[config.mk]
export PLATFORM = sky130hd
export DESIGN_NAME = pc_stack_fetch
export DESIGN_NICKNAME = d
export VERILOG_FILES = /design/src/rtl/pc_stack_fetch.sv
export SDC_FILE = /design/constraint.sdc
export NUM_CORES = 1
export LEC_CHECK = 0
export ABC_AREA = 1
export CAP_MARGIN = 20
export CELL_PAD_IN_SITES_DETAIL_PLACEMENT = 1
export CELL_PAD_IN_SITES_GLOBAL_PLACEMENT = 1
export CORE_UTILIZATION = 48
export CTS_BUF_LIST = sky130_fd_sc_hd__clkbuf_4
export DETAILED_ROUTE_END_ITERATION = 10
export PLACE_DENSITY = 0.93
export SLEW_MARGIN = 10
export SYNTH_ARGS = -nofsm -noshare
export SYNTH_HDL_FRONTEND = slang
export SYNTH_SLANG_ARGS = --single-unit
[constraint.sdc]
create_clock -name clk -period 5.22 [get_ports clk]
set_input_delay 0.783 -clock clk [delete_from_list [all_inputs] [get_ports clk]]
set_output_delay 0.783 -clock clk [all_outputs]
set_load 0.02 [all_outputs]
[src/rtl/pc_stack_fetch.sv]
// rtl/pc_stack_fetch.sv - fetch stage: program counter, 8-level return stack, instruction register
module pc_stack_fetch #(
    parameter int              PC_W         = 11,
    parameter int              INSTR_W      = 14,
    parameter int              STACK_DEPTH  = 8,
    parameter logic [PC_W-1:0] RESET_VECTOR = '0
) (
    input  logic               clk,
    input  logic               rst_n,
    output logic [PC_W-1:0]    Rom_addr_out,
    input  logic [INSTR_W-1:0] Rom_data_in,
    input  logic               stall_in,
    input  logic               pc_load_en,
    input  logic               call_en,
    input  logic               ret_en,
    input  logic               skip_en,
    input  logic [PC_W-1:0]    pc_load_addr,
    output logic [INSTR_W-1:0] ir_out,
    output logic [PC_W-1:0]    ir_pc_out,
    output logic               ir_valid,
    output logic [3:0]         stack_depth_out,
    output logic               stack_overflow,
    output logic               stack_underflow
);

    localparam int PTR_W = (STACK_DEPTH > 1) ? $clog2(STACK_DEPTH) : 1;
    localparam logic [PTR_W:0] DEPTH_FULL = (PTR_W+1)'(STACK_DEPTH);

    typedef enum logic [2:0] {
        ACT_HOLD,
        ACT_RET,
        ACT_CALL,
        ACT_LOAD,
        ACT_SKIP,
        ACT_SEQ
    } action_t;

    // architectural state
    logic [PC_W-1:0]    pc_q;
    logic [INSTR_W-1:0] ir_q;
    logic [PC_W-1:0]    ir_pc_q;
    logic               valid_q;
    logic [PTR_W-1:0]   ptr_q;
    logic [PTR_W:0]     depth_q;
    logic               ovf_q;
    logic               unf_q;

    // return address storage; contents are meaningless until pushed
    logic [PC_W-1:0]    stack_mem [STACK_DEPTH];

    // next-state values
    action_t            act;
    logic [PC_W-1:0]    pc_d;
    logic [INSTR_W-1:0] ir_d;
    logic [PC_W-1:0]    ir_pc_d;
    logic               valid_d;
    logic [PTR_W-1:0]   ptr_d;
    logic [PTR_W:0]     depth_d;
    logic               ovf_d;
    logic               unf_d;
    logic               push;

    logic [PC_W-1:0]    pc_plus1;
    logic [PTR_W-1:0]   ptr_minus1;
    logic [PTR_W-1:0]   ptr_plus1;
    logic               stack_full;
    logic               stack_empty;

    assign pc_plus1    = pc_q + PC_W'(1);
    assign ptr_minus1  = ptr_q - PTR_W'(1);
    assign ptr_plus1   = ptr_q + PTR_W'(1);
    assign stack_full  = (depth_q == DEPTH_FULL);
    assign stack_empty = (depth_q == '0);

    // pick the single action for this edge; stall beats every redirect
    always_comb begin
        act = ACT_SEQ;
        if (stall_in) begin
            act = ACT_HOLD;
        end else if (ret_en) begin
            act = ACT_RET;
        end else if (call_en) begin
            act = ACT_CALL;
        end else if (pc_load_en) begin
            act = ACT_LOAD;
        end else if (skip_en) begin
            act = ACT_SKIP;
        end
    end

    // compute next PC, IR and stack bookkeeping from the chosen action
    always_comb begin
        pc_d    = pc_q;
        ir_d    = ir_q;
        ir_pc_d = ir_pc_q;
        valid_d = valid_q;
        ptr_d   = ptr_q;
        depth_d = depth_q;
        ovf_d   = ovf_q;
        unf_d   = unf_q;
        push    = 1'b0;
        case (act)
            ACT_HOLD: begin
                pc_d = pc_q;
            end
            ACT_RET: begin
                // an empty stack still pops the wrapped slot, only the flag records it
                ptr_d   = ptr_minus1;
                pc_d    = stack_mem[ptr_minus1];
                ir_d    = '0;
                valid_d = 1'b0;
                ir_pc_d = pc_q;
                if (stack_empty) begin
                    unf_d = 1'b1;
                end else begin
                    depth_d = depth_q - 1'b1;
                end
            end
            ACT_CALL: begin
                // a full stack overwrites its oldest entry, depth saturates
                push    = 1'b1;
                ptr_d   = ptr_plus1;
                pc_d    = pc_load_addr;
                ir_d    = '0;
                valid_d = 1'b0;
                ir_pc_d = pc_q;
                if (stack_full) begin
                    ovf_d = 1'b1;
                end else begin
                    depth_d = depth_q + 1'b1;
                end
            end
            ACT_LOAD: begin
                pc_d    = pc_load_addr;
                ir_d    = '0;
                valid_d = 1'b0;
                ir_pc_d = pc_q;
            end
            ACT_SKIP: begin
                // the word at PC is dropped in favour of a NOP bubble
                pc_d    = pc_plus1;
                ir_d    = '0;
                valid_d = 1'b0;
                ir_pc_d = pc_q;
            end
            default: begin
                pc_d    = pc_plus1;
                ir_d    = Rom_data_in;
                valid_d = 1'b1;
                ir_pc_d = pc_q;
            end
        endcase
    end

    // state registers with asynchronous clear
    always_ff @(posedge clk or negedge rst_n) begin
        if (!rst_n) begin
            pc_q    <= RESET_VECTOR;
            ir_q    <= '0;
            ir_pc_q <= '0;
            valid_q <= 1'b0;
            ptr_q   <= '0;
            depth_q <= '0;
            ovf_q   <= 1'b0;
            unf_q   <= 1'b0;
        end else begin
            pc_q    <= pc_d;
            ir_q    <= ir_d;
            ir_pc_q <= ir_pc_d;
            valid_q <= valid_d;
            ptr_q   <= ptr_d;
            depth_q <= depth_d;
            ovf_q   <= ovf_d;
            unf_q   <= unf_d;
        end
    end

    // return stack write port: CALL stores the address following the call
    always_ff @(posedge clk) begin
        if (push && rst_n) begin
            stack_mem[ptr_q] <= pc_q;
        end
    end

    assign Rom_addr_out    = pc_q;
    assign ir_out          = ir_q;
    assign ir_pc_out       = ir_pc_q;
    assign ir_valid        = valid_q;
    assign stack_depth_out = 4'(depth_q);
    assign stack_overflow  = ovf_q;
    assign stack_underflow = unf_q;

endmodule

# Word level (Yosys, flattened, before mapping)
# Memory sizes are Yosys's and may differ from the RTL's.
# Index checks and enable logic that the tools add are counted.
[totals]
output_inout_bits = 43
n_memories = 1
wordCells = 45
ram_bits = 88
reg_bits = 46
in_bits = 32
[op_classes]
n_addsub = 5
mux = 15
n_eq_ne = 7
reduce_logical = 9
[mem_list]
columns = ["name", "depth", "width", "rd", "rd_clocked_by_memory_dff", "wr", "line_no", "source"]
rows = [
  ["stack_mem", 8, 11, 1, 0, 1, "49", "logic [PC_W-1:0] stack_mem [STACK_DEPTH];"],
]
[op_table]
columns = ["operator", "count"]
rows = [
  ["$pmux W11 S3", 1],
  ["$pmux W14 S2", 1],
  ["$mux W3", 4],
  ["$add A11 B1 Y11 const B", 1],
  ["$mux W4", 2],
  ["$pmux W4 S2", 1],
  ["$eq A3 B2 Y1 const B", 2],
  ["$pmux W3 S2", 1],
  ["$add A4 B1 Y4 const B", 1],
  ["$eq A4 B4 Y1 const B", 1],
  ["$logic_not A4 Y1", 1],
  ["$mux W1", 4],
  ["$ne A2 B2 Y1 const B", 2],
  ["$reduce_and A2 Y1", 2],
  ["$reduce_or A4 Y1", 1],
  ["$sub A4 B1 Y4 const B", 1],
  ["$add A3 B1 Y3 const B", 1],
  ["$eq A3 B1 Y1 const B", 1],
  ["$eq A3 B3 Y1 const B", 1],
  ["$logic_not A3 Y1", 1],
  ["$reduce_and A3 Y1", 1],
  ["$sub A3 B1 Y3 const B", 1],
  ["$pmux W1 S2", 1],
  ["$reduce_bool A2 Y1", 1],
  ["other kinds (2)", 2],
]

# Longest topological paths before layout
# Gate-level depths: netlist (run 1).
[logic_depth]
ltp_word = 10
depth_mapped = 14
depth_no_buf = 13

# Worst setup path before layout (run 1)
# No wires, ideal clock.
[synth_timing]
path_type = "input port to flip-flop"
from = "input port stall_in"
to = "memory stack_mem[0][0], enable pin"
n_path_buf = 1
required_time_ps = 4827
slack_ps = 2547
t_arrival_ps = 2280
setup_ps = 393
path_stages = 8
cell_sequence = "buf_6 > inv_6 > nand2_4 > nor2_4 > nand2_4 > nor2_1 > nand2_1 > nor3_1"
[synth_between]
elab_chain_len = 6
[synth_lines]
columns = ["item", "line_no", "source"]
rows = [
  ["from (decl)", "12", "input logic stall_in,"],
  ["$mux W3", "78", "if (stall_in) begin"],
  ["$eq A3 B2 Y1", "102", "case (act)"],
  ["$mux W1", "102", ""],
  ["$logic_and A1 B1 Y1", "180", "if (push && rst_n) begin"],
  ["$mux W1", "180", ""],
  ["$mux W1 (not written as such)", "181", "stack_mem[ptr_q] <= pc_q;"],
  ["to (decl)", "49", ""],
]
# Every way passes these cells.

# Final worst setup path (run 1)
[layout_timing]
from = "register ptr_q[0]"
to = "register pc_q[2], in the netlist Rom_addr_out[2]"
[layout_between]
elab_chain_len = 3
[layout_lines]
columns = ["item", "line_no", "source"]
rows = [
  ["from (decl)", "43", "logic [PTR_W-1:0] ptr_q;"],
  ["from (signal assigned)", "171", "ptr_q <= ptr_d;"],
  ["$sub A3 B1 Y3", "70", "assign ptr_minus1 = ptr_q - PTR_W'(1);"],
  ["$mem_v2 Z8 W11", "--", ""],
  ["$pmux W11 S3", "102", ""],
  ["to (signal assigned)", "167", "pc_q <= pc_d;"],
  ["to (decl)", "39", "logic [PC_W-1:0] pc_q;"],
]
# Every way passes these cells.
# A chain may end at the register's enable or synchronous reset.

==> qor.csv, run 1 <==
stage,metric,value,unit
yosys,post_synth_mux_area_share,0,
detailed_routing,wl_met3,891,um
yosys,synth_xor_area_frac,0.009079,
yosys,ys_ff_latch,134,
cts,cts_sinks,134,
yosys,post_synth_fa_ha_maj_area_fraction,0.01056,
critical_path,critPathRequiredTime,5.72,ns
pwr,leakagePower,2.856,nW
floorplan,die_x,113.1,um
floorplan,core_region_area,0.01201,mm^2
yosys,synthDominantCellAreaShare,0.4459,
cts,path_clk_slew,0.11,ns
timing,final.setup.tns,0,ns
timing,report.final.slew_viol_count,0,
cts,cts-buffers-inserted,17,
yosys,yosys_warnings,0,
critical_path,worst_path_buffer_plus_inverter_count,5,
critical_path,critical_path_endpoint_category,flip-flop,
yosys,synth_enable_flop_cells,88,
cts,cts_hold_buf,0,
detailed_routing,antenna_violating_nets_post_route,0,
detailed_routing,detail_route.wl_per_cell,20.10,um
final_layout,layout.nets,701,
yosys,synth_area_per_inst,10.13,um^2
timing,minimum_clock_period,3.138,ns
timing,clock-skew-final,0.01477,ns
detailed_routing,highest_layer,met4,
yosys,netlist_top_cells_area,"edfxtp_1 45%, dfrtp_1 19%, nand2_1 8.5%",
critical_path,critPathLaunchType,flip-flop,
global_route,wire_length_of_the_first_global_routing_pass,26710,um
yosys,synth_largest_area_cell,edfxtp_1,
critical_path,timing.critical_path.arrival,3.64,ns
timing,rsz0062_at_grt,no,
place,gp_congestion,0.8173,
critical_path,crit_path_top_delay_cell,ha_1,
critical_path,timing.critical_path.mode_cell,buf_4,
floorplan,initial_core_util,0.4933,
detailed_routing,drt_pass1_iterations,5,
timing,max-slew-margin-rel,0.3062,
global_route,first_global_vias,4957,
yosys,total_standard_cell_area_after_synthesis,0.005926,mm^2
cts,postCtsSetupBuffers,0,
cts,skew_pair_late_insertion_delay,0.56,ns
pwr,power_per_cell_area,538.6,mW/mm^2
yosys,synth_most_common_cell,nand2_1,
floorplan,design.die.area,0.01279,mm^2
cts,ctsResizeCount,0,
critical_path,timing.critical_path.cells,buf_4 > inv_4 > ha_1 > buf_4 > inv_2 > o21ai_0 > o22ai_1 > nand2_1 > nand3_1 > o21ai_1 > inv_1,
critical_path,worstPathMaxFanout,48,
yosys,synth_top_family_by_area,simple AND/OR/NAND/NOR gates,
place,io_buffers,74,
yosys,synth-compound-area-share,0.08889,
run_status,run_status,"complete, no violations",
global_route,antenna_found_initial,0,
critical_path,critPathMaxStageDelay,0.60,ns
timing,final.hold.worst_slack,0.3276,ns
yosys,fraction_of_registers_with_async_set_or_reset_after_synthesis,0.3433,
timing,worstMarginPinSlew,1.037,ns
yosys,synth_cell_types,36,
timing,hold_viol_final,0,
floorplan,die_h,113.1,um
job,cap_violations,0,
cts,ctsHtreeMaxLevel,4,
global_route,global_route.overflow_total,0,
yosys,synth_simple_gate_area_share,0.1902,
yosys,yosys-top-cells-count,"134 x nand2_1, 88 x edfxtp_1, 67 x o21ai_0, 62 x nor2_1, 52 x inv_1",
final_layout,final_area,0.007043,mm^2
floorplan,design.portCount,75,
pwr,power,3.793,mW
final_layout,insertedDiodeCount,0,
detailed_routing,dr_total_vias,4552,
floorplan,placement_rows,40,
timing,final.period_utilization,0.6011,
place,detailed_place.area,0.006785,mm^2
pwr,vdd.ir_drop.worst,200.9,uV
final_layout,syn_to_final_growth,18.86,%
critical_path,worst_path_dominant_cell_family,buffers and inverters,
yosys,yosysSeqAreaShare,0.6402,
yosys,netlist_instances,585,
place,dp_hpwl,11540,um
detailed_routing,drt_first_iter_violations,295,
cts,clock_path_buffers,2,
detailed_routing,route.met2.wl,8477,um
cts,clock-root-buffer,clkbuf_4,
timing,final_number_of_setup_violating_endpoints,0,
detailed_routing,viasPerCell,5.524,
yosys,syn_nets,622,
yosys,yosys_most_used_dff,edfxtp_1,
global_route,grt_usage,0.2811,
critical_path,timing.setup.critical_path_class,flip-flop to flip-flop,
hold_path,hold_path.class,input port to asynchronous set/reset pin,
detailed_routing,remaining_drc_errors,0,
global_route,grt_start_max_net_pins,49,
final_layout,final_layout_size_suffix_gt1_frac,0.08863,
detailed_routing,detail_route.wirelength,16560,um
cts,tritoncts,yes,
timing,timing.fmax,318.7,MHz
detailed_routing,wirelength_met1,6801,um
## layout make-up
cell class                      count  area [um^2]
Sequential cell                   134         3794
Clock buffer                       19        142.6
Clock inverter                     13        115.1
Inverter                           61        241.5
Multi-Input combinational cell    368         1770
Tap cell                          147        183.9
Fill cell                        1327         4969
Timing Repair Buffer               82        795.8
## kinds of logic after synthesis
logic type	count (synthesis)
AO/OA/AOI/OAI	99
flip-flops	134
adder cells (fa/ha/maj)	5
XOR/XNOR	4
buffers and inverters	83
AND/OR/NAND/NOR	260
## stage by stage
stage | utilization | setup slack (ns) | cells
3_5_place_dp | 0.5649 | 1.666 | 792
6_report | 0.5864 | 2.082 | 824
3_3_place_gp | 0.5649 | 1.886 | 792
4_1_cts | 0.5864 | 2.053 | 824
5_1_grt | 0.5864 | 1.836 | 824
2_1_floorplan | - | 2.547 | 585
## where the power goes
part,internal (mW),leakage (nW),switching [mW]
clock network,0.283,0.142,0.373
registers,1.34,1.35,0.253
logic,0.533,1.37,1.01
total,2.16,2.86,1.64
## routing by layer
metal,vias to the layer above,global-route usage
met5,-,0
met4,0,0.09737
met3,36,0.07766
met2,137,0.4879
met1,2253,0.3369
li1,2126,-
## registers in the layout, indices dropped and copies added, names as in the netlist
name,count
ir_valid,1
Rom_addr_out,11
ptr_q,3
stack_mem,88
stack_depth_out,4
stack_underflow,1
stack_overflow,1
ir_pc_out,11
ir_out,14
## placed cells by master (no fill, tap or decap), drive strengths merged, types with 2 or more instances in the layout
master / instances
nand2: 139
o211ai: 4
a31oi: 3
ha: 5
bufinv: 2
xor2: 2
nor3: 8
clkbuf: 19
clkinvlp: 2
clkdlybuf4s50: 73
clkinv: 10
buf: 9
nand4: 7
inv: 60
xnor2: 2
nor2: 66
o21ai: 74
o22ai: 8
dfrtp: 46
edfxtp: 88
nand3: 38
a21oi: 9
## final timing paths
path	from	to	slack [ns]	cells past startpoint
max in group asynchronous	rst_n	Rom_addr_out[1]	4.47	2
min reg2reg	stack_underflow	stack_underflow	0.48	2
min	rst_n	stack_depth_out[2]	0.33	2
min in group clk	stack_underflow	stack_underflow	0.48	2
max	ptr_q[0]	Rom_addr_out[2]	2.08	11
max reg2reg	ptr_q[0]	Rom_addr_out[2]	2.08	11
Power figures use the tool's default switching activity.
==> run 2: changes to the inputs <==
- CORE_UTILIZATION: 48 -> 40
- PLACE_DENSITY: 0.93 -> 0.83
- clock period: 5.22 -> 2.6 ns (I/O delays scaled with it)
==> qor.csv, run 2 (synthesis results as in run 1) <==
stage,metric,value,unit,change
critical_path,worst-path-stages,1,,-10
detailed_routing,detail_route.wirelength,16550,um,-0.11%
cts,clock-root-buffer,clkbuf_4,,
final_layout,num-fill-cells,1625,,+22%
detailed_routing,remaining_drc_errors,0,,unchanged
hold_path,hold_path.class,input port to flip-flop,,
final_layout,layout.area.seq,0.003794,mm^2,unchanged
critical_path,worst_reg2reg_startpoint,ptr_q[1],,
cts,ctsHtreeMaxLevel,4,,unchanged
run_status,run_status,"complete, no violations",,
detailed_routing,dr_total_vias,4576,,+0.53%
detailed_routing,drt_first_iter_violations,252,,-15%
final_layout,mostFrequentLayoutCells,"134 x nand2_1, 88 x edfxtp_1, 73 x clkdlybuf4s50_1",,
place,io_buffers,74,,unchanged
timing,report.final.slew_viol_count,0,,unchanged
floorplan,design.die.area,0.01531,mm^2,+20%
final_layout,final_layout_size_suffix_gt1_frac,0.1053,,+0.01671
floorplan,placement_rows,44,,+10%
final_layout,layout.cells.most_common,nand2_1,,
detailed_routing,drt_pass1_iterations,4,,-1
final_layout,layout.nets,718,,+2.4%
job,cap_violations,0,,unchanged
floorplan,core_region_area,0.01448,mm^2,+21%
cts,clock_path_buffers,2,,unchanged
place,gp_congestion,0.8612,,+5.4%
final_layout,syn_to_final_growth,21.62,%,
pwr,vdd.ir_drop.worst,435.4,uV,+120%
pwr,power_per_cell_area,1057,mW/mm^2,+96%
timing,final_number_of_setup_violating_endpoints,0,,unchanged
place,placed_cells_incl_taps,845,,+6.7%
floorplan,die_h,123.7,um,+9.4%
critical_path,worstPathMaxFanout,11,,-77%
timing,final.period_utilization,0.9243,,
timing,clock-skew-final,0.01190,ns,-0.002862 ns
critical_path,critPathLaunchType,flip-flop,,
critical_path,critical_path_endpoint_category,primary output,,
critical_path,timing.setup.critical_path_class,flip-flop to primary output,,
cts,tritoncts,yes,,
critical_path,r2r_slack,0.45,ns,-1.63 ns
critical_path,crit_path_top_delay_cell,dfrtp_1,,
cts,ctsResizeCount,0,,unchanged
hold_path,whs_endpoint,ir_out[2],,
critical_path,critPathRequiredTime,2.21,ns,-3.51 ns
cts,path_clk_slew,0.12,ns,about the same
final_layout,instances_no_fill,877,,+6.4%
detailed_routing,antenna_violating_nets_post_route,0,,unchanged
final_layout,final_area,0.007207,mm^2,+2.3%
timing,final.hold.worst_slack,0.3949,ns,+0.06724 ns
place,pre_cts_slack,0.1324,ns,-1.534 ns
timing,final_critical_path_setup_slack,0.1968,ns,-1.886 ns
timing,worstMarginPinSlew,0.5986,ns,-0.4383 ns
critical_path,crit-reg2reg-capture,Rom_addr_out[2],,
hold_path,timing.hold.worst.start,Rom_data_in[2],,
global_route,grt_start_max_net_pins,48,,-2.0%
floorplan,die_x,123.7,um,+9.4%
global_route,wire_length_of_the_first_global_routing_pass,26620,um,-0.33%
global_route,first_global_vias,4893,,-1.3%
critical_path,worst_path_dominant_cell_family,flip-flops,,
timing,final.setup.tns,0,ns,unchanged
detailed_routing,viasPerCell,5.218,,-5.5%
detailed_routing,detail_route.wl_per_cell,18.87,um,-6.1%
timing,timing.fmax,416.1,MHz,
place,detailed_place.area,0.006952,mm^2,+2.5%
floorplan,initial_core_util,0.4093,,-0.08407
place,dp_hpwl,11970,um,+3.7%
hold_path,timing.hold.worst_path_depth,3,,
final_layout,regMostFlops,stack_mem,,
pwr,leakagePower,2.931,nW,+2.6%
final_layout,largest_register_ff_count,88,,unchanged
floorplan,design.portCount,75,,unchanged
critical_path,critPathMaxStageDelay,0.74,ns,+0.14 ns
global_route,grt_usage,0.2378,,-0.04328
critical_path,timing.critical_path.arrival,2.01,ns,-1.63 ns
critical_path,timing.critical_path.cells,clkdlybuf4s50_1,,
critical_path,reg2reg_depth,9,,-2
cts,cts-buffers-inserted,17,,unchanged
cts,cts_sinks,134,,unchanged
timing,minimum_clock_period,2.403,ns,
global_route,antenna_found_initial,0,,unchanged
critical_path,worst_path_buffer_plus_inverter_count,1,,-4
timing,max-slew-margin-rel,0.6010,,+0.2947
timing,hold_viol_final,0,,unchanged
global_route,global_route.overflow_total,0,,unchanged
final_layout,multi_input_gate_area,0.001770,mm^2,unchanged
cts,skew_pair_late_insertion_delay,0.56,ns,about the same
timing,rsz0062_at_grt,no,,
final_layout,insertedDiodeCount,0,,unchanged
-- run 2: what timing repair did --
action	in CTS	in global routing
hold buffers	1	0
setup buffers	0	0
hold endpoints to repair	46	0
-- run 2: how the worst max path moves through the flow --
stage	slack, ns	to	start
6_report	0.20	Rom_addr_out[7]	Rom_addr_out[7]
5_1_grt	0.12	Rom_addr_out[2]	Rom_addr_out[2]
4_1_cts	0.16	Rom_addr_out[2]	Rom_addr_out[2]
3_5_place_dp	0.13	stack_mem[0][3]	ret_en
3_3_place_gp	0.25	stack_mem[5][1]	ret_en
2_1_floorplan	0.32	stack_mem[0][0]	stall_in
-- run 2: stage by stage --
stage | utilization | power (mW)
6_report | 0.4978 | 7.618
4_1_cts | 0.4978 | 7.668
3_3_place_gp | 0.4801 | 6.184
2_1_floorplan | - | 5.018
3_5_place_dp | 0.4801 | 6.388
5_1_grt | 0.4978 | 8.110
-- run 2: layout make-up --
type | instances | area share
sequential | 134 | 0.5264
multi-input combinational | 368 | 0.2457
timing repair buffer | 99 | 0.1285
inverter | 61 | 0.03351
tap | 184 | 0.03194
clock buffer | 17 | 0.01771
clock inverter | 14 | 0.01632
-- run 2: per-layer routing --
| metal | global-route usage | share of wire | up-vias |
|---|---|---|---|
| li1 | - | - | 2163 |
| met1 | 0.2968 | 0.42 | 2252 |
| met2 | 0.3941 | 0.50 | 136 |
| met3 | 0.06960 | 0.066 | 25 |
| met4 | 0.07982 | 0.017 | 0 |
| met5 | 0 | 0 | - |
-- run 2: power by group --
group | switching (mW) | internal [mW] | leakage [nW]
sequential | 0.465 | 2.69 | 1.35
combinational | 2.05 | 1.13 | 1.45
clock | 0.739 | 0.536 | 0.132
==> patch 1 (config.mk and constraints of run 2) <==
Reset style: synchronous (`rst_n`), changed in one clocked block. Comments in the files are not updated.
--- a/src/rtl/pc_stack_fetch.sv
+++ b/src/rtl/pc_stack_fetch.sv
@@ -153,7 +153,7 @@
     end
 
     // state registers with asynchronous clear
-    always_ff @(posedge clk or negedge rst_n) begin
+    always_ff @(posedge clk) begin
         if (!rst_n) begin
             pc_q    <= RESET_VECTOR;
             ir_q    <= '0;
Formal check against the unedited RTL: differs if rst_n is asserted again (counterexample within 4 cycles, from zero or initial values and one cycle with rst_n low); with rst_n held inactive, the same outputs for 4 cycles.
==> patch 1 against run 2 <==
- via count grew 2.4%
- sequential cell count unchanged
- design area is 2.2% lower
- area after synthesis shrank 4.1%
- global-route usage increased by 0.37 points
- clock skew grew 3.4 ps
- fmax fell by 1.9%
- sequential share of layout area fell by 2.1 points
- count of clock-buffer cells in the layout is the same
- critical path depth unchanged
- routed wire length grew 0.32%
- largest cell class unchanged
- setup slack worse by 47 ps
- first-iteration DRC count is 40% higher
Power is not compared: it rests on default switching activity, and its combinational part moved more than twofold at a synthesized area within 25%.
==> patch 1: results (changes against run 2) <==
* Initial drt markers at 354 (was 252)
* Top post-synthesis cells by count: 109 x nand2_1, 88 x edfxtp_1, 71 x nor2_1 (was 134 x nand2_1, 88 x edfxtp_1, 67 x o21ai_0)
* Mean routed wirelength per cell at 19.19 um (was 18.87 um)
* Pin count of the biggest net entering global routing at 49 (was 48)
* Worst skew pair latency at 540 ps (was 560 ps)
* Worst-Margin Slew at 666.2 ps (was 598.6 ps)
* Vias in the first global route at 4,939 (was 4,893)
* Hold_sp: Rom_data_in[8] (was Rom_data_in[2])
* DP HPWL at 11.66 mm (was 11.97 mm)
* Detailed Routing Iterations Pass 1 at 5 (was 4)
* WL met1 at 7.092 mm (was 6.902 mm)
* Met3 wire length at 1.025 mm (was 1.096 mm)
* Status: finished, final reports clean (unchanged)
* Worst r2r src: ptr_q[1] (unchanged)
* Seq/Total Area, Yosys at 62.68% (was 64.02%)
* GRT Util Overall at 24.15% (was 23.78%)
* Critical path startpoint: Rom_addr_out[2] (was Rom_addr_out[7])
* CP Max Fanout at 16 (was 11)
* Async SR Flop Fraction at 0% (was 34.33%)
* Nets at 709 (was 718)
* Clock Skew at 15.29 ps (was 11.90 ps)
* Global placer's final weighted congestion at 0.8116 (was 0.8612)
* Worst path slowest cell: dfxtp_1 (was dfrtp_1)
* DR WL met2 at 8.288 mm (was 8.263 mm)
* Crit path DAT at 2060 ps (was 2010 ps)
* CTS Root Buffer Type: clkbuf_4 (unchanged)
* First-pass GRT wire length at 26.68 mm (was 26.62 mm)
* Area contributors post-synth: edfxtp_1 46%, dfxtp_1 16%, nand2_1 7.2%, nor2_1 4.7%, o21ai_0 4.7% (was edfxtp_1 45%, dfrtp_1 19%, nand2_1 8.5%, o21ai_0 5.7%, nor2_1 3.9%)
* Synth Net Count at 616 (was 622)
* Layout cells sized above 1 at 11.39% (was 10.53%)
patch 1: cell count changes after synthesis, sizes merged, moves of 7 or more:
cell,change
o21ai,-18
dfxtp,+46
clkbuf,+9
nor2,+11
o221ai,+7
a21oi,+40
nand2,-26
dfrtp,-46
inv,-16
patch 1: path summary, 6_finish.rpt:
check | end | slack (ps) | depth (start not counted)
setup / recovery | Rom_addr_out[2] | 150 | 1
hold reg to reg | stack_overflow | 470 | 2
hold / removal | ir_out[8] | 390 | 3
setup reg to reg | Rom_addr_out[2] | 430 | 10
patch 1: kinds of logic (layout without fill, tap and decap cells):
kind of cell / count (synthesis) / in the layout / share of synthesized area (%)
compound gates: 125 / 125 / 11.91
xor+xnor: 3 / 3 / 0.5943
fa+ha+maj: 5 / 5 / 1.100
buf+inv: 71 / 177 / 5.062
flops: 134 / 134 / 62.68
simple gates: 241 / 241 / 18.66
patch 1: layout make-up:
class	count	area (um2)
clock buffers	17	127.6
clock inverters	15	191.4
fillers	1582	6832
inverters	46	178.9
multi-input cells	374	1834
flip-flops and latches	134	3563
well taps	180	225.2
repair buffers	99	928.4
patch 1: routing by layer:
layer  vias up  track usage, %
li1       2177               -
met1      2347           30.81
met2       138           40.86
met3        23           6.344
met4         0           5.710
met5         -               0
patch 1: power by group:
group | switching, mW | internal [mW] | leakage (nW)
registers | 0.0780 | 2.34 | 1.18
clock network | 0.852 | 0.690 | 0.172
logic | 0.584 | 0.320 | 1.25
patch 1: through the flow:
step	power (mW)	util, %	instances	area, um2	setup WS, ps
2_1_floorplan	2.958	-	579	5685	604.4
3_3_place_gp	3.307	48.49	833	6730	244.3
3_5_place_dp	3.364	48.49	833	6730	136.7
4_1_cts	4.897	50.78	865	7049	147.9
5_1_grt	5.072	50.78	865	7049	90.44
6_report	4.868	50.78	865	7049	150.1
==> patch 2 (config.mk and constraints of run 2) <==
Made on the original files. `STACK_DEPTH`: 8 -> 4.
--- a/src/rtl/pc_stack_fetch.sv
+++ b/src/rtl/pc_stack_fetch.sv
@@ -2,7 +2,7 @@
 module pc_stack_fetch #(
     parameter int              PC_W         = 11,
     parameter int              INSTR_W      = 14,
-    parameter int              STACK_DEPTH  = 8,
+    parameter int              STACK_DEPTH  = 4,
     parameter logic [PC_W-1:0] RESET_VECTOR = '0
 ) (
     input  logic               clk,
Formal check against the unedited RTL: not equivalent (Yosys sat finds a counterexample within 10 cycles, from zero or initial values and one cycle with rst_n low).
==> patch 2 against run 2 <==
- area after synthesis shrank 34%
- clock power fell by 40%
- largest power group is now sequential cells
- total power decreased by 41%
- routed wire length down 33%
- setup slack improved by 240 ps
- sequential cell count down 46
- combinational power fell by 46%
- sequential share of layout area is 3.8 points lower
- design area shrank 31%
- highest routed layer unchanged
==> patch 2: results (changes against run 2) <==
* H-tree levels at 3 (was 4)
* Post-synth cell types at 31 (was 36)
* VDD IR max at 0.4160 mV (was 0.4354 mV)
* Port Buf Inserts at 73 (was 74)
* Sw Share at 42.52% (was 42.72%)
* DP HPWL at 8.239 mm (was 11.97 mm)
* Initial drt markers at 170 (was 252)
* Seq/Total Area, Yosys at 61.50% (was 64.02%)
* CP Max Fanout at 9 (was 11)
* Post-Synth Adder-Cell Area at 2.097% (was 1.056%)
* Fill cells at 1,073 (was 1,625)
* Pwr Total at 4.499 mW (was 7.618 mW)
* Status: finished, final reports clean (unchanged)
* Area contributors post-synth: edfxtp_1 34%, dfrtp_1 28%, nand2_1 11%, nand3_1 4.4%, nor2_1 3.6% (was edfxtp_1 45%, dfrtp_1 19%, nand2_1 8.5%, o21ai_0 5.7%, nor2_1 3.9%)
* Compound-Gate Fraction of Synth Area at 8.450% (was 8.889%)
* Top post-synthesis cells by count: 112 x nand2_1, 44 x dfrtp_1, 44 x edfxtp_1 (was 134 x nand2_1, 88 x edfxtp_1, 67 x o21ai_0)
* Synthesized area at 0.003939 mm2 (was 0.005926 mm2)
* Pin count of the biggest net entering global routing at 45 (was 48)
* Placed cell area at 0.004828 mm2 (was 0.006952 mm2)
* Global placer's final weighted congestion at 0.8661 (was 0.8612)
* Combinational power at 1.73 mW (was 3.18 mW)
* Vias in the first global route at 3,393 (was 4,893)
* Critical path startpoint: Rom_addr_out[4] (was Rom_addr_out[7])
* Worst setup path endpoint: Rom_addr_out[4] (was Rom_addr_out[7])
* Worst path slowest cell: clkdlybuf4s50_1 (was dfrtp_1)
* Seq group at 2.01 mW (was 3.16 mW)
* GRT Util Overall at 23.71% (was 23.78%)
* Reg area at 0.002422 mm2 (was 0.003794 mm2)
* Crit path DAT at 1770 ps (was 2010 ps)
* Place WS at 414.5 ps (was 132.4 ps)
* Total number of vias at 3,172 (was 4,576)
* Vias per inst at 5.141 (was 5.218)
* Post-synthesis cell count at 403 (was 585)
* Hold WC Path Type: primary input to asynchronous set/reset pin (was primary input to register)
* Pleak at 2.132 nW (was 2.931 nW)
* Nets at 521 (was 718)
* Final wirelength at 11.10 mm (was 16.55 mm)
* CP max stage delay at 690 ps (was 740 ps)
* Clkbuf count at 9 (was 17)
* Buffering overhead at 16.28% (was 12.85%)
* Number of synthesized flops with an enable pin at 44 (was 88)
* Flop2flop setup slack at 690 ps (was 450 ps)
* Worst-Margin Slew at 573.1 ps (was 598.6 ps)
* Worst skew pair latency at 450 ps (was 560 ps)
* Setup ws final at 437.0 ps (was 196.8 ps)
* Layout clock area frac at 2.747% (was 3.403%)
* Invs w/o clock at 37 (was 61)
* Synth Net Count at 441 (was 622)
* First-pass GRT wire length at 17.83 mm (was 26.62 mm)
## patch 2: cell types whose count changed after synthesis, moves of 4 or more
cell / change
nand4_1: -5
nand2_1: -22
o22ai_1: -8
clkbuf_1: -4
o21ai_0: -41
a22o_1: +14
nor2_1: -24
edfxtp_1: -44
inv_1: -20
o21ai_1: -5
nor3_1: -7
buf_4: -4
## patch 2: per-layer routing
layer	global-route usage [%]	vias to the layer above	routed length [um]
met1	29.67	1552	4529
met3	3.934	24	566
met4	12.26	0	396
met2	39.77	107	5604
met5	0	-	0
li1	-	1489	-
## patch 2: cell families after synthesis
family	Yosys count
AOI/OAI and AO/OA	54
xor gates and xnor gates	3
adders and majority gates	6
buffers and inverters	52
DFF	88
other	1
and+or+nand+nor	199
